$ cat config.mk
export PLATFORM = sky130hd
export DESIGN_NAME = alu_iter_flat
export DESIGN_NICKNAME = d
export VERILOG_FILES = /design/src/rtl/alu_pkg.sv /design/src/rtl/alu_iter_if.sv /design/src/rtl/alu_muldiv_seq.sv /design/src/rtl/alu_iter.sv /design/src/flat_wrapper.sv
export SDC_FILE = /design/constraint.sdc
export NUM_CORES = 1
export LEC_CHECK = 0
export BUFFER_PORTS_ARGS = -buffer_cell sky130_fd_sc_hd__buf_2
export CAP_MARGIN = 5
export CELL_PAD_IN_SITES_DETAIL_PLACEMENT = 2
export CELL_PAD_IN_SITES_GLOBAL_PLACEMENT = 2
export CORE_MARGIN = 1.5
export CORE_UTILIZATION = 33
export CTS_CLUSTER_DIAMETER = 30
export DETAILED_ROUTE_END_ITERATION = 6
export GPL_ROUTABILITY_DRIVEN = 0
export PLACE_DENSITY_LB_ADDON = 0.08
export SLEW_MARGIN = 5
export SYNTH_ARGS = -nofsm -noshare
export SYNTH_HDL_FRONTEND = slang
export SYNTH_SLANG_ARGS = --single-unit
$ cat constraint.sdc
create_clock -name clk_i -period 5.32 [get_ports clk_i]
set_input_delay 1.064 -clock clk_i [delete_from_list [all_inputs] [get_ports clk_i]]
set_output_delay 1.064 -clock clk_i [all_outputs]
set_load 0.05 [all_outputs]
$ cat src/rtl/alu_pkg.sv
// alu_pkg: shared definitions for the iterative ALU.
//   - CTRL_W, op-code constants, FSM state encoding, multi-cycle op decode.
//   - Optional iterative MUL/DIVU/REMU datapath is enabled by ALU_ITER_MULDIV_EN.
package alu_pkg;

    localparam int unsigned CTRL_W = 4;

    localparam logic [CTRL_W-1:0] ALU_AND  = CTRL_W'(0);
    localparam logic [CTRL_W-1:0] ALU_OR   = CTRL_W'(1);
    localparam logic [CTRL_W-1:0] ALU_ADD  = CTRL_W'(2);
    localparam logic [CTRL_W-1:0] ALU_MUL  = CTRL_W'(3);
    localparam logic [CTRL_W-1:0] ALU_DIVU = CTRL_W'(4);
    localparam logic [CTRL_W-1:0] ALU_REMU = CTRL_W'(5);
    localparam logic [CTRL_W-1:0] ALU_SUB  = CTRL_W'(6);
    localparam logic [CTRL_W-1:0] ALU_SLT  = CTRL_W'(7);
    localparam logic [CTRL_W-1:0] ALU_SLTU = CTRL_W'(8);
    localparam logic [CTRL_W-1:0] ALU_NOR  = CTRL_W'(12);

    typedef enum logic [1:0] {
        ST_IDLE = 2'd0,
        ST_RUN  = 2'd1,
        ST_FIN  = 2'd2
    } state_e;

    // Op codes that use the iterative datapath
    function automatic logic is_multi(input logic [CTRL_W-1:0] op);
        return (op == ALU_MUL) || (op == ALU_DIVU) || (op == ALU_REMU);
    endfunction

endpackage

$ cat src/rtl/alu_iter_if.sv
// alu_iter_if: start/done handshake bundle between the EX-stage control and alu_iter.
//   master: drives start_i, src1_i, src2_i, ctrl_i; observes busy_o, done_o, result_o, zero_o, ovf_o
//   slave : the ALU side of the same signals
interface alu_iter_if #(
    parameter int unsigned WIDTH = 32
);
    import alu_pkg::*;

    logic              start_i;
    logic [WIDTH-1:0]  src1_i;
    logic [WIDTH-1:0]  src2_i;
    logic [CTRL_W-1:0] ctrl_i;
    logic              busy_o;
    logic              done_o;
    logic [WIDTH-1:0]  result_o;
    logic              zero_o;
    logic              ovf_o;

    modport master (
        output start_i, src1_i, src2_i, ctrl_i,
        input  busy_o, done_o, result_o, zero_o, ovf_o
    );

    modport slave (
        input  start_i, src1_i, src2_i, ctrl_i,
        output busy_o, done_o, result_o, zero_o, ovf_o
    );

endinterface

$ cat src/rtl/alu_muldiv_seq.sv
// alu_muldiv_seq: iterative unsigned shift-add multiplier / restoring divider.
//   clk_i, rst_i : clock, synchronous active-high reset
//   load_i       : capture a_i/b_i/div_i and load the step counter with WIDTH
//   div_i        : 1 = divide (DIVU/REMU), 0 = multiply
//   a_i, b_i     : operands (multiplicand/multiplier or dividend/divisor)
//   last_c       : current step is the final one (counter == 1)
//   prod_o, quot_o, rem_o : registered low product, quotient, remainder
module alu_muldiv_seq #(
    parameter int unsigned WIDTH = 32
) (
    input  logic             clk_i,
    input  logic             rst_i,
    input  logic             load_i,
    input  logic             div_i,
    input  logic [WIDTH-1:0] a_i,
    input  logic [WIDTH-1:0] b_i,
    output logic             last_c,
    output logic [WIDTH-1:0] prod_o,
    output logic [WIDTH-1:0] quot_o,
    output logic [WIDTH-1:0] rem_o
);

    localparam int unsigned CNT_W = $clog2(WIDTH) + 1;

    // a: multiplicand (shifts left) or dividend/quotient; b: multiplier or divisor;
    // acc: product accumulator or partial remainder
    logic [CNT_W-1:0] cnt_q, cnt_d;
    logic [WIDTH-1:0] a_q, a_d;
    logic [WIDTH-1:0] b_q, b_d;
    logic [WIDTH-1:0] acc_q, acc_d;
    logic             div_q, div_d;
    logic [WIDTH:0]   rshift;
    logic [WIDTH:0]   trial;

    always_ff @(posedge clk_i) begin
        if (rst_i) begin
            cnt_q <= '0;
            a_q   <= '0;
            b_q   <= '0;
            acc_q <= '0;
            div_q <= 1'b0;
        end else begin
            cnt_q <= cnt_d;
            a_q   <= a_d;
            b_q   <= b_d;
            acc_q <= acc_d;
            div_q <= div_d;
        end
    end

    // One iteration step per cycle while the counter is non-zero
    always_comb begin
        cnt_d  = cnt_q;
        a_d    = a_q;
        b_d    = b_q;
        acc_d  = acc_q;
        div_d  = div_q;
        rshift = {acc_q, a_q[WIDTH-1]};
        trial  = rshift - {1'b0, b_q};
        if (load_i) begin
            cnt_d = CNT_W'(WIDTH);
            a_d   = a_i;
            b_d   = b_i;
            acc_d = '0;
            div_d = div_i;
        end else if (cnt_q != '0) begin
            cnt_d = cnt_q - CNT_W'(1);
            if (div_q) begin
                // Restoring step; divisor 0 always "fits", giving all-ones quotient, rem = dividend
                if (!trial[WIDTH]) begin
                    acc_d = trial[WIDTH-1:0];
                    a_d   = {a_q[WIDTH-2:0], 1'b1};
                end else begin
                    acc_d = rshift[WIDTH-1:0];
                    a_d   = {a_q[WIDTH-2:0], 1'b0};
                end
            end else begin
                if (b_q[0]) begin
                    acc_d = acc_q + a_q;
                end
                a_d = {a_q[WIDTH-2:0], 1'b0};
                b_d = {1'b0, b_q[WIDTH-1:1]};
            end
        end
    end

    assign last_c = (cnt_q == CNT_W'(1));
    assign prod_o = acc_q;
    assign quot_o = a_q;
    assign rem_o  = acc_q;

endmodule

$ cat src/rtl/alu_iter.sv
// alu_iter: registered EX-stage ALU with start/done handshake.
//   clk_i : rising-edge clock
//   rst_i : synchronous active-high reset (aborts any operation, no done_o)
//   bus   : alu_iter_if.slave (start_i, src1_i, src2_i, ctrl_i / busy_o, done_o,
//           result_o, zero_o, ovf_o)
// Single-cycle ops register their result on the accepting edge. With
// ALU_ITER_MULDIV_EN defined, MUL/DIVU/REMU run WIDTH iterations then FIN;
// otherwise they behave as unknown codes and busy_o is tied low.
module alu_iter
    import alu_pkg::*;
#(
    parameter int unsigned WIDTH = 32
) (
    input  logic      clk_i,
    input  logic      rst_i,
    alu_iter_if.slave bus
);

    state_e           state_q, state_d;
    logic             done_q, done_d;
    logic [WIDTH-1:0] result_q, result_d;
    logic             zero_q, zero_d;
    logic             ovf_q, ovf_d;
    logic [WIDTH-1:0] sc_result;
    logic             sc_ovf;
    logic [WIDTH-1:0] sum;
    logic [WIDTH-1:0] dif;
    logic             accept_c;

    assign accept_c = (state_q == ST_IDLE) && bus.start_i;

`ifdef ALU_ITER_MULDIV_EN
    logic              busy_q, busy_d;
    logic [CTRL_W-1:0] op_q, op_d;
    logic              load_c;
    logic              last_c;
    logic [WIDTH-1:0]  md_prod, md_quot, md_rem;
    logic [WIDTH-1:0]  md_result;

    assign load_c = accept_c && is_multi(bus.ctrl_i);

    alu_muldiv_seq #(.WIDTH(WIDTH)) u_muldiv (
        .clk_i  (clk_i),
        .rst_i  (rst_i),
        .load_i (load_c),
        .div_i  (bus.ctrl_i != ALU_MUL),
        .a_i    (bus.src1_i),
        .b_i    (bus.src2_i),
        .last_c (last_c),
        .prod_o (md_prod),
        .quot_o (md_quot),
        .rem_o  (md_rem)
    );

    always_comb begin
        case (op_q)
            ALU_MUL:  md_result = md_prod;
            ALU_DIVU: md_result = md_quot;
            default:  md_result = md_rem;
        endcase
    end

    assign bus.busy_o = busy_q;
`else
    assign bus.busy_o = 1'b0;
`endif

    // Single-cycle result and ADD/SUB overflow
    always_comb begin
        sum       = bus.src1_i + bus.src2_i;
        dif       = bus.src1_i - bus.src2_i;
        sc_result = '0;
        sc_ovf    = 1'b0;
        case (bus.ctrl_i)
            ALU_AND:  sc_result = bus.src1_i & bus.src2_i;
            ALU_OR:   sc_result = bus.src1_i | bus.src2_i;
            ALU_ADD: begin
                sc_result = sum;
                sc_ovf    = (bus.src1_i[WIDTH-1] == bus.src2_i[WIDTH-1]) &&
                            (sum[WIDTH-1] != bus.src1_i[WIDTH-1]);
            end
            ALU_SUB: begin
                sc_result = dif;
                sc_ovf    = (bus.src1_i[WIDTH-1] != bus.src2_i[WIDTH-1]) &&
                            (dif[WIDTH-1] != bus.src1_i[WIDTH-1]);
            end
            ALU_SLT:  sc_result = WIDTH'($signed(bus.src1_i) < $signed(bus.src2_i));
            ALU_SLTU: sc_result = WIDTH'(bus.src1_i < bus.src2_i);
            ALU_NOR:  sc_result = ~(bus.src1_i | bus.src2_i);
            default:  sc_result = '0;
        endcase
    end

    // State and output registers
    always_ff @(posedge clk_i) begin
        if (rst_i) begin
            state_q  <= ST_IDLE;
            done_q   <= 1'b0;
            result_q <= '0;
            zero_q   <= 1'b1;
            ovf_q    <= 1'b0;
`ifdef ALU_ITER_MULDIV_EN
            busy_q   <= 1'b0;
            op_q     <= '0;
`endif
        end else begin
            state_q  <= state_d;
            done_q   <= done_d;
            result_q <= result_d;
            zero_q   <= zero_d;
            ovf_q    <= ovf_d;
`ifdef ALU_ITER_MULDIV_EN
            busy_q   <= busy_d;
            op_q     <= op_d;
`endif
        end
    end

    // Next-state logic
    always_comb begin
        state_d = state_q;
`ifdef ALU_ITER_MULDIV_EN
        case (state_q)
            ST_IDLE: if (load_c) state_d = ST_RUN;
            ST_RUN:  if (last_c) state_d = ST_FIN;
            ST_FIN:  state_d = ST_IDLE;
            default: state_d = ST_IDLE;
        endcase
`else
        state_d = ST_IDLE;
`endif
    end

    // Registered-output next values
    always_comb begin
        done_d   = 1'b0;
        result_d = result_q;
        zero_d   = zero_q;
        ovf_d    = ovf_q;
`ifdef ALU_ITER_MULDIV_EN
        busy_d   = (state_d != ST_IDLE);
        op_d     = load_c ? bus.ctrl_i : op_q;
        if (state_q == ST_FIN) begin
            done_d   = 1'b1;
            result_d = md_result;
            zero_d   = (md_result == '0);
            ovf_d    = 1'b0;
        end else if (accept_c && !load_c) begin
`else
        if (accept_c) begin
`endif
            done_d   = 1'b1;
            result_d = sc_result;
            zero_d   = (sc_result == '0);
            ovf_d    = sc_ovf;
        end
    end

    assign bus.done_o   = done_q;
    assign bus.result_o = result_q;
    assign bus.zero_o   = zero_q;
    assign bus.ovf_o    = ovf_q;

endmodule

$ cat src/flat_wrapper.sv
// flat-port wrapper written by rule: the top's interface ports become plain ports
module alu_iter_flat import alu_pkg::*;
#(
    parameter int unsigned WIDTH = 32
)
  (clk_i, rst_i, bus_start_i, bus_src1_i, bus_src2_i, bus_ctrl_i, bus_busy_o, bus_done_o, bus_result_o, bus_zero_o, bus_ovf_o);
  alu_iter_if #(.WIDTH(WIDTH)) bus_i ();
  input  logic clk_i;
  input  logic rst_i;
  input wire logic [$bits(bus_i.start_i)-1:0] bus_start_i;
  input wire logic [$bits(bus_i.src1_i)-1:0] bus_src1_i;
  input wire logic [$bits(bus_i.src2_i)-1:0] bus_src2_i;
  input wire logic [$bits(bus_i.ctrl_i)-1:0] bus_ctrl_i;
  output wire logic [$bits(bus_i.busy_o)-1:0] bus_busy_o;
  output wire logic [$bits(bus_i.done_o)-1:0] bus_done_o;
  output wire logic [$bits(bus_i.result_o)-1:0] bus_result_o;
  output wire logic [$bits(bus_i.zero_o)-1:0] bus_zero_o;
  output wire logic [$bits(bus_i.ovf_o)-1:0] bus_ovf_o;
  assign bus_i.start_i = bus_start_i;
  assign bus_i.src1_i = bus_src1_i;
  assign bus_i.src2_i = bus_src2_i;
  assign bus_i.ctrl_i = bus_ctrl_i;
  assign bus_busy_o = bus_i.busy_o;
  assign bus_done_o = bus_i.done_o;
  assign bus_result_o = bus_i.result_o;
  assign bus_zero_o = bus_i.zero_o;
  assign bus_ovf_o = bus_i.ovf_o;
  alu_iter #(.WIDTH(WIDTH)) u_core (.clk_i(clk_i), .rst_i(rst_i), .bus(bus_i));
endmodule
* Yosys cells after proc, flatten, opt, wreduce, memory -nomap -nowiden
Cells that the tools add are included.
Word-level totals: bits in registers 35, bits of input ports 71, memory bits (read-only) 0, latch bits 0, logic and storage cells 28, bits in writable memories 0, memories kept 0
Cells by class: shifts and indexed selects 0, add/subtract/negate cells 2, multiplexer cells 3, magnitude comparators 2, bitwise operators 3, equality and inequality tests 10, multipliers 0, div/mod/pow operators 0, reduce and logical (&&, ||, !) cells 4
Operator list (count):
- $pmux W32 S7 | 1
- $lt A32 B32 Y1 | 2
- $add A32 B32 Y32 | 1
- $and A32 B32 Y32 | 1
- $logic_not A32 Y1 | 1
- $not A32 Y32 | 1
- $or A32 B32 Y32 | 1
- $sub A32 B32 Y32 | 1
- $eq A4 B3 Y1 const B | 2
- $eq A4 B4 Y1 const B | 2
- $eq A4 B1 Y1 const B | 1
- $eq A4 B2 Y1 const B | 1
- $logic_not A4 Y1 | 1
- $ne A1 B1 Y1 | 3
- $logic_and A1 B1 Y1 | 2
- $pmux W1 S2 | 1
- $eq A1 B1 Y1 | 1
- $mux W1 | 1

* Depth between registers and ports, before layout
Gate-level depths: netlist of run 1.
depth in word-level cells 4, mapped depth 15, mapped depth without buffers 15

* Worst setup path after synthesis of run 1
No wires, ideal clock.
path kind input to register, from in bus_src1_i[0], to reg u_core.zero_q, in the netlist u_core.bus.zero_o, data required time 5.224 ns, cell stages on the path 15, setup time 0.096 ns, buffers on the path 0, arrival time 4.197 ns, path slack 1.027 ns, path through inv_1 ha_1 inv_1 fa_1 nor2b_1 o311ai_1 a311oi_2 a211oi_1 mux2i_1 nand3_1 a2111oi_0 nand4_1 nor4_2 nand4_1 o41ai_2
Between the ends: cells in the longest elaborated chain, start to end 4, elaborated cells on any way between the ends 9, classes of those cells 2 x add/sub; 2 x order compare; 1 x mux; 3 x bitwise; 1 x reduce/logical
Ends and longest elaborated chain:
- from (decl) | line flat_wrapper.sv:11 | input wire logic [$bits(bus_i.src1_i)-1:0] bus_src1_i;
- parallel branches: the longest is 2 deep, another holds $sub A32 B32 Y32
- $pmux W32 S7 (*) | line alu_iter.sv:74 | case (bus.ctrl_i)
- $logic_not A32 Y1 (*) | line alu_iter.sv:154 | zero_d = (sc_result == '0);
- to (signal assigned) | line alu_iter.sv:110 | zero_q <= zero_d;
- to (decl) | line alu_iter.sv:22 | logic zero_q, zero_d;
Every way passes the cells marked *. A chain may end at the register's enable or synchronous reset.

* Final worst setup path of run 1
from in bus_src2_i[7], to reg u_core.zero_q, in the netlist u_core.bus.zero_o
Between the ends: cells in the longest elaborated chain, start to end 4, elaborated cells on any way between the ends 9, classes of those cells 2 x add/sub; 2 x order compare; 1 x mux; 3 x bitwise; 1 x reduce/logical
Ends and longest elaborated chain:
- from (decl) | line flat_wrapper.sv:12 | input wire logic [$bits(bus_i.src2_i)-1:0] bus_src2_i;
- parallel branches: the longest is 2 deep, another holds $sub A32 B32 Y32
- $pmux W32 S7 (*) | line alu_iter.sv:74
- $logic_not A32 Y1 (*) | line alu_iter.sv:154
Marks and branches as above.

==> out/metrics.cfg, run 1 <==
[yosys]
yosysUniqueCellTypes = 88
synthTopCellsByCount = 125 x nor2_1, 100 x ha_1, 93 x inv_1
syn_inst = 1005
syn_nets = 1178
netlist_area_um2 = 7030
synth_top_area_cell = ha_1
synthArstFlopShare_pct = 0
yosys-top-cells-area = ha_1 18%, dfxtp_1 10%, nor2_1 6.7%
synth-edff-count = 0
synth.avg_cell_area_um2 = 7.00
synth_top_area_share_pct = 17.8
yosys_warnings = 0
yosysSeqAreaShare_pct = 9.96
ys_ff_latch = 35
synth-main-ff-cell = dfxtp_1
yosysMostFrequentCell = nor2_1

[placed_design]
hpwl_um = 25100
numPortBuffers = 105
dp.cells = 1337

[drt]
drt_wl_total_um = 31500
drtIter0Drc = 455
firstDrtPassIters = 5
wl_per_cell_um = 23.4
vias_per_cell = 6.03
num_vias = 8108
drc_errors = 0
detail-route-antenna-nets = 0

[clocking]
hold_buffers = 0
clock-root-buffer = clkbuf_16
cts_setup_buffers = 0
worstSkewPairLatency_ps = 280
post_cts_resized = 0
clk_path_buf_depth = 2
numClockSinks = 35
cts_tree = done
clk_pin_slew_ps = 60
cts_made_buffers = 5
htreeDepth = 2

[worst_setup_path]
crit_top_cell = nand4_1
crit_fanout = 9
crit_chain = buf_2 -> inv_1 -> ha_1 -> a21oi_1 -> a2111o_1 -> o21ai_1 -> o21a_1 -> mux2i_1 -> nand3_1 -> a2111oi_0 -> nand4_1 -> nor4_2 -> nand4_1 -> o41ai_2
critPathKind = input port to flip-flop
worstPathArrival_ps = 4910
ff2ff_setup_slack_ps = 4490
cp.required_ps = 5510
slowest_stage = ha_1
cp-start-kind = input port
end_kind = flip-flop
max_stage_delay_ps = 500

[floorplanning]
core_um2 = 21000
placementRows = 53
start_util_pct = 33.6
die_y_um = 149
fp.dieW_um = 149
io_pins = 107
die-area_um2 = 22200

[sta]
slew_headroom_pct = 34.4
finalClockSkew_ps = 0
hold_violations = 0
clock.fmax_ghz = 0.212
period_share_pct = 88.6
post-route-min-period_ps = 4720
setup_tns_ps = 0
grt_setup_unrepaired = false
setup-violations-final = 0
tightest_slew_ps = 983
final_max_slew_viol_count = 0

[min_path]
hold_class = flip-flop to flip-flop

[global_routing]
grt_antenna_before_repair = 0
overflow = 0
grt_max_degree = 51
grt.total_usage_pct = 28.0
grt_pass1_vias = 8191
grt_first_pass_wirelength_um = 47900

[final_layout]
fin_util_pct = 38.1
layout-drive-gt1-share_pct = 15.5
final_cells = 1345
fill_cells = 2569
final_nets = 1242
syn2layout_area_growth_pct = 13.6
antennaDiodeCount = 0

[pwr]
p_per_area_nw_per_um2 = 176
total_leakage_power_nw = 3.65
ir_drop_mv = 0.123
p_total_mw = 1.41

[run_status]
status = completed

[run]
max-cap-violations = 0

==> registers in the layout, summed over array words and instances, names as in the netlist <==
register             cells
u_core.bus.result_o     32
u_core.bus.zero_o        1
u_core.bus.done_o        1
u_core.bus.ovf_o         1
==> final cells by class <==
cell class / count / area, um2 / share of cell area (%)
timing repair buffer: 129 / 731 / 9.15
clock inverter: 2 / 12.5 / 0.157
tap: 275 / 344 / 4.31
inverter: 95 / 357 / 4.46
clock buffer: 6 / 129 / 1.61
sequential: 35 / 701 / 8.77
multi-input combinational: 803 / 5720 / 71.5
==> routing by layer <==
| layer | vias up | share of wire, % | wire length [um] | global-route usage [%] |
|---|---|---|---|---|
| met4 | 0 | 2.5 | 773 | 7.48 |
| met1 | 4028 | 48 | 15200 | 39.9 |
| li1 | 3825 | - | - | - |
| met2 | 215 | 44 | 14000 | 44.7 |
| met5 | - | 0 | 0 | 0 |
| met3 | 40 | 5.0 | 1560 | 2.66 |
==> final timing paths <==
kind	start	to	cells past startpoint
worst min-delay path	u_core.bus.result_o[5]	u_core.bus.result_o[5]	2
worst max-delay path	bus_src2_i[7]	u_core.bus.zero_o	14
worst min register to register	u_core.bus.result_o[5]	u_core.bus.result_o[5]	2
worst max register to register	u_core.bus.result_o[8]	u_core.bus.result_o[8]	2
==> worst max-delay path, delay by kind of cell <==
family                     cells  cell delay [ps]
AOI/OAI and AO/OA              6             2110
adders and majority gates      1              500
buffers and inverters          2              170
muxes                          1              310
and+or+nand+nor                4              750
==> through the flow <==
stage	worst slack (ps)	instance area [um2]	hold WS (ps)
final	605	7990	480
after global routing	380	7990	515
after CTS	629	7990	488
after detailed placement	340	7850	476
after global placement	378	7850	464
after floorplan	1030	7030	692
==> placed cells by master, fill, tap and decap left out, types with 5 or more instances in the layout <==
cell type / synthesis / routed
a211oi_1: 27 / 27
a21o_1: 21 / 21
a21oi_1: 70 / 70
a221o_1: 7 / 7
a221oi_1: 7 / 7
a22oi_1: 28 / 28
a31oi_1: 15 / 15
and2_1: 6 / 6
buf_2: 7 / 105
buf_4: 1 / 22
clkbuf_16: 0 / 5
dfxtp_1: 35 / 35
ha_1: 100 / 100
inv_1: 93 / 93
mux2i_1: 15 / 15
nand2_1: 52 / 52
nand2b_1: 7 / 7
nand3_1: 17 / 17
nand4_1: 15 / 15
nor2_1: 125 / 124
nor2b_1: 12 / 12
nor3_1: 31 / 31
nor4_1: 15 / 15
o2111ai_1: 6 / 6
o211a_1: 9 / 9
o211ai_1: 9 / 9
o21a_1: 10 / 10
o21ai_0: 39 / 39
o21bai_1: 9 / 9
o221ai_1: 6 / 6
o22a_1: 15 / 15
o22ai_1: 14 / 14
o31ai_1: 9 / 9
or2_2: 5 / 5
or3_1: 8 / 8
xnor2_1: 5 / 5
==> logic make-up after synthesis <==
logic type | share of synthesized area [%]
xor gates and xnor gates | 0.872
and+or+nand+nor | 22.5
other | 0.0533
muxes | 2.94
AOI/OAI and AO/OA | 36.2
DFF | 9.96
adders and majority gates | 18.4
buffers and inverters | 9.09
==> power by group <==
part	switching, mW	total, mW	internal (mW)
logic	0.559	0.825	0.266
registers	0.0126	0.294	0.282
clock network	0.116	0.289	0.173
total	0.688	1.41	0.720
Power figures use the tool's default switching activity.
==> run 2, diff against run 1 <==
--- a/config.mk
+++ b/config.mk
@@ -9,6 +9,7 @@
 export CAP_MARGIN = 5
 export CELL_PAD_IN_SITES_DETAIL_PLACEMENT = 2
 export CELL_PAD_IN_SITES_GLOBAL_PLACEMENT = 2
+export CORE_ASPECT_RATIO = 0.9
 export CORE_MARGIN = 1.5
 export CORE_UTILIZATION = 33
 export CTS_CLUSTER_DIAMETER = 30
==> constraint.sdc (replaced) <==
create_clock -name clk_i -period 4.65 [get_ports clk_i]
set_input_delay 0.93 -clock clk_i [delete_from_list [all_inputs] [get_ports clk_i]]
set_output_delay 0.93 -clock clk_i [all_outputs]
set_load 0.05 [all_outputs]
==> run 2 against run 1 <==
Sequential cell count unchanged. Routed wire length up 5.4%. Non-clock buffer count increased by 50. Final cell count up 4.5%. Die area barely moved. Clock skew unchanged. Hold slack improved by 6.1 ps. Combinational power increased by 25%. Worst setup slack lost 390 ps.
==> out/metrics.cfg, run 2 (synthesis gave the netlist of run 1 again) <==
[run_status]
status = completed

[floorplanning]
placementRows = 50  ; -5.7%
io_pins = 107  ; unchanged
die-area_um2 = 22200  ; about the same
die_y_um = 141  ; -5.0%
fp.dieW_um = 157  ; +5.3%
core_um2 = 20800  ; -0.59%
start_util_pct = 33.8  ; +0.20 points

[sta]
finalClockSkew_ps = 0  ; unchanged
setup-violations-final = 0  ; unchanged
period_share_pct = 95.4
tightest_slew_ps = 817  ; -166 ps
clock.fmax_ghz = 0.226
hold_violations = 0  ; unchanged
final_max_slew_viol_count = 0  ; unchanged
slew_headroom_pct = 45.0  ; +11 points
fin_ws_ps = 216  ; -389 ps
setup_tns_ps = 0  ; unchanged
grt_setup_unrepaired = false
post-route-min-period_ps = 4430

[global_routing]
grt_max_degree = 51  ; unchanged
grt_first_pass_wirelength_um = 51200  ; +7.0%
grt_pass1_vias = 8648  ; +5.6%
grt_antenna_before_repair = 0  ; unchanged
grt.total_usage_pct = 29.8  ; +1.8 points
overflow = 0  ; unchanged

[drt]
wl_per_cell_um = 23.6  ; +0.87%
drtIter0Drc = 584  ; +28%
num_vias = 8448  ; +4.2%
wl_met2_um = 14300  ; +1.9%
vias_per_cell = 6.01  ; -0.33%
detail-route-antenna-nets = 0  ; unchanged
firstDrtPassIters = 5  ; unchanged
drc_errors = 0  ; unchanged
drt_wl_total_um = 33200  ; +5.4%
highest_layer = met4
dr_wl_met3_um = 2110  ; +35%
wl_met1_um = 16100  ; +6.5%

[clocking]
worstSkewPairLatency_ps = 280  ; about the same
clk_pin_slew_ps = 60  ; about the same
htreeDepth = 2  ; unchanged
clock-root-buffer = clkbuf_16
cts_made_buffers = 5  ; unchanged
cts_tree = done
numClockSinks = 35  ; unchanged
clk_path_buf_depth = 2  ; unchanged

[final_layout]
fill_cells = 2547  ; -0.86%
final_nets = 1292  ; +4.0%
final_cell_mix = 124 x nor2_1, 105 x buf_2, 100 x ha_1
layout-drive-gt1-share_pct = 19.7  ; +4.2 points
layout_commonest_cell = nor2_1
syn2layout_area_growth_pct = 19.6
seq_area_um2 = 701  ; unchanged
largest_register_ffs = 32  ; unchanged
antennaDiodeCount = 0  ; unchanged
multi_input_area_um2 = 5750  ; +0.55%
final_cells = 1406  ; +4.5%

[pwr]
total_leakage_power_nw = 3.89  ; +6.4%
internal_power_mw = 0.877  ; +22%
ir_drop_mv = 0.126  ; +2.4%
p_sw_share_pct = 48.2  ; -0.70 points
p_per_area_nw_per_um2 = 201  ; +14%
pwr-share-seq_pct = 20.0  ; -0.9 points
combPwrFrac_pct = 60.6  ; +2.0 points
pwr-share-clk_pct = 19.4  ; -1.1 points
switchingPower_mw = 0.815  ; +18%

[worst_setup_path]
crit_end = u_core.bus.zero_o
critPathKind = input port to flip-flop
ff2ff_setup_slack_ps = 3790  ; -700 ps
r2r_cells = 2  ; unchanged
rr_endpoint = u_core.bus.result_o[8]
end_kind = flip-flop
startpoint = bus_src2_i[7]
timing.rr.start = u_core.bus.result_o[8]
worstPathArrival_ps = 4600  ; -310 ps
cp.required_ps = 4820  ; -690 ps
cp-start-kind = input port
crit_fanout = 6  ; -3

[run]
max-cap-violations = 0  ; unchanged

[placed_design]
place_ws_ps = -177  ; -518 ps
numPortBuffers = 105  ; unchanged
hpwl_um = 26800  ; +6.9%
dp.cells = 1398  ; +4.6%

[min_path]
hold_class = flip-flop to flip-flop

-- run 2: cell count changes in the layout (fill, tap and decap cells not counted), sizes merged --
cell	previous run	this run
buf	129	179
-- run 2: worst max-delay path, stage by stage --
cell	delay [ps]
buf_2	110
inv_1	60
ha_1	450
buf_4	190
nand4_1	120
or2_2	330
nor3_1	280
buf_4	170
o21a_1	190
a21oi_1	200
o41ai_1	600
buf_4	220
o21ai_0	80
o32ai_1	170
nand2_1	170
o41ai_2	350
-- run 2: metrics by stage --
step	hold slack, ps	cell area (um2)	utilization (%)	total power, mW
finish	487	8410	40.4	1.69
global route	505	8410	40.4	1.80
CTS	489	8380	40.2	1.68
detailed placement	481	8240	39.5	1.34
global placement	468	8240	39.5	1.32
floorplan	692	7030	-	0.962
-- run 2: area by class of cell --
type | instances | share of cell area [%]
well taps | 286 | 4.26
flip-flops and latches | 35 | 8.33
inverters | 95 | 4.24
clock inverters | 2 | 0.149
multi-input cells | 803 | 68.3
repair buffers | 179 | 13.2
clock buffers | 6 | 1.53
-- run 2: per-layer routing --
layer  vias to the layer above  global-route usage, %
met4                         0                   7.37
met5                         -                      0
li1                       3924                      -
met1                      4209                   43.0
met3                        43                   4.37
met2                       272                   46.2
-- run 2: worst min path at each step --
| stage | startpoint | cells after the start | end | slack (ps) |
|---|---|---|---|---|
| 6_report | u_core.bus.result_o[27] | 2 | u_core.bus.result_o[27] | 490 |
| 3_5_place_dp | u_core.bus.result_o[1] | 2 | u_core.bus.result_o[1] | 480 |
| 4_1_cts | u_core.bus.result_o[3] | 2 | u_core.bus.result_o[3] | 490 |
| 5_1_grt | u_core.bus.result_o[5] | 2 | u_core.bus.result_o[5] | 510 |
| 2_1_floorplan | u_core.bus.result_o[1] | 2 | u_core.bus.result_o[1] | 690 |
| 3_3_place_gp | u_core.bus.result_o[13] | 2 | u_core.bus.result_o[13] | 470 |
-- run 2: power groups by stage --
| stage | Clock (mW) | Combinational (mW) | Sequential [mW] |
|---|---|---|---|
| floorplan | 0 | 0.546 | 0.416 |
| global route | 0.349 | 1.11 | 0.340 |
| finish | 0.328 | 1.03 | 0.337 |
| global placement | 0 | 0.975 | 0.343 |
| detailed placement | 0 | 1.00 | 0.343 |
| CTS | 0.334 | 1.01 | 0.338 |
-- run 2: timing repair --
item                       in CTS  in global routing
setup endpoints to repair       0                  1
gates resized for setup         0                  6
hold buffers                    0                  0
buffers inserted                0                  0
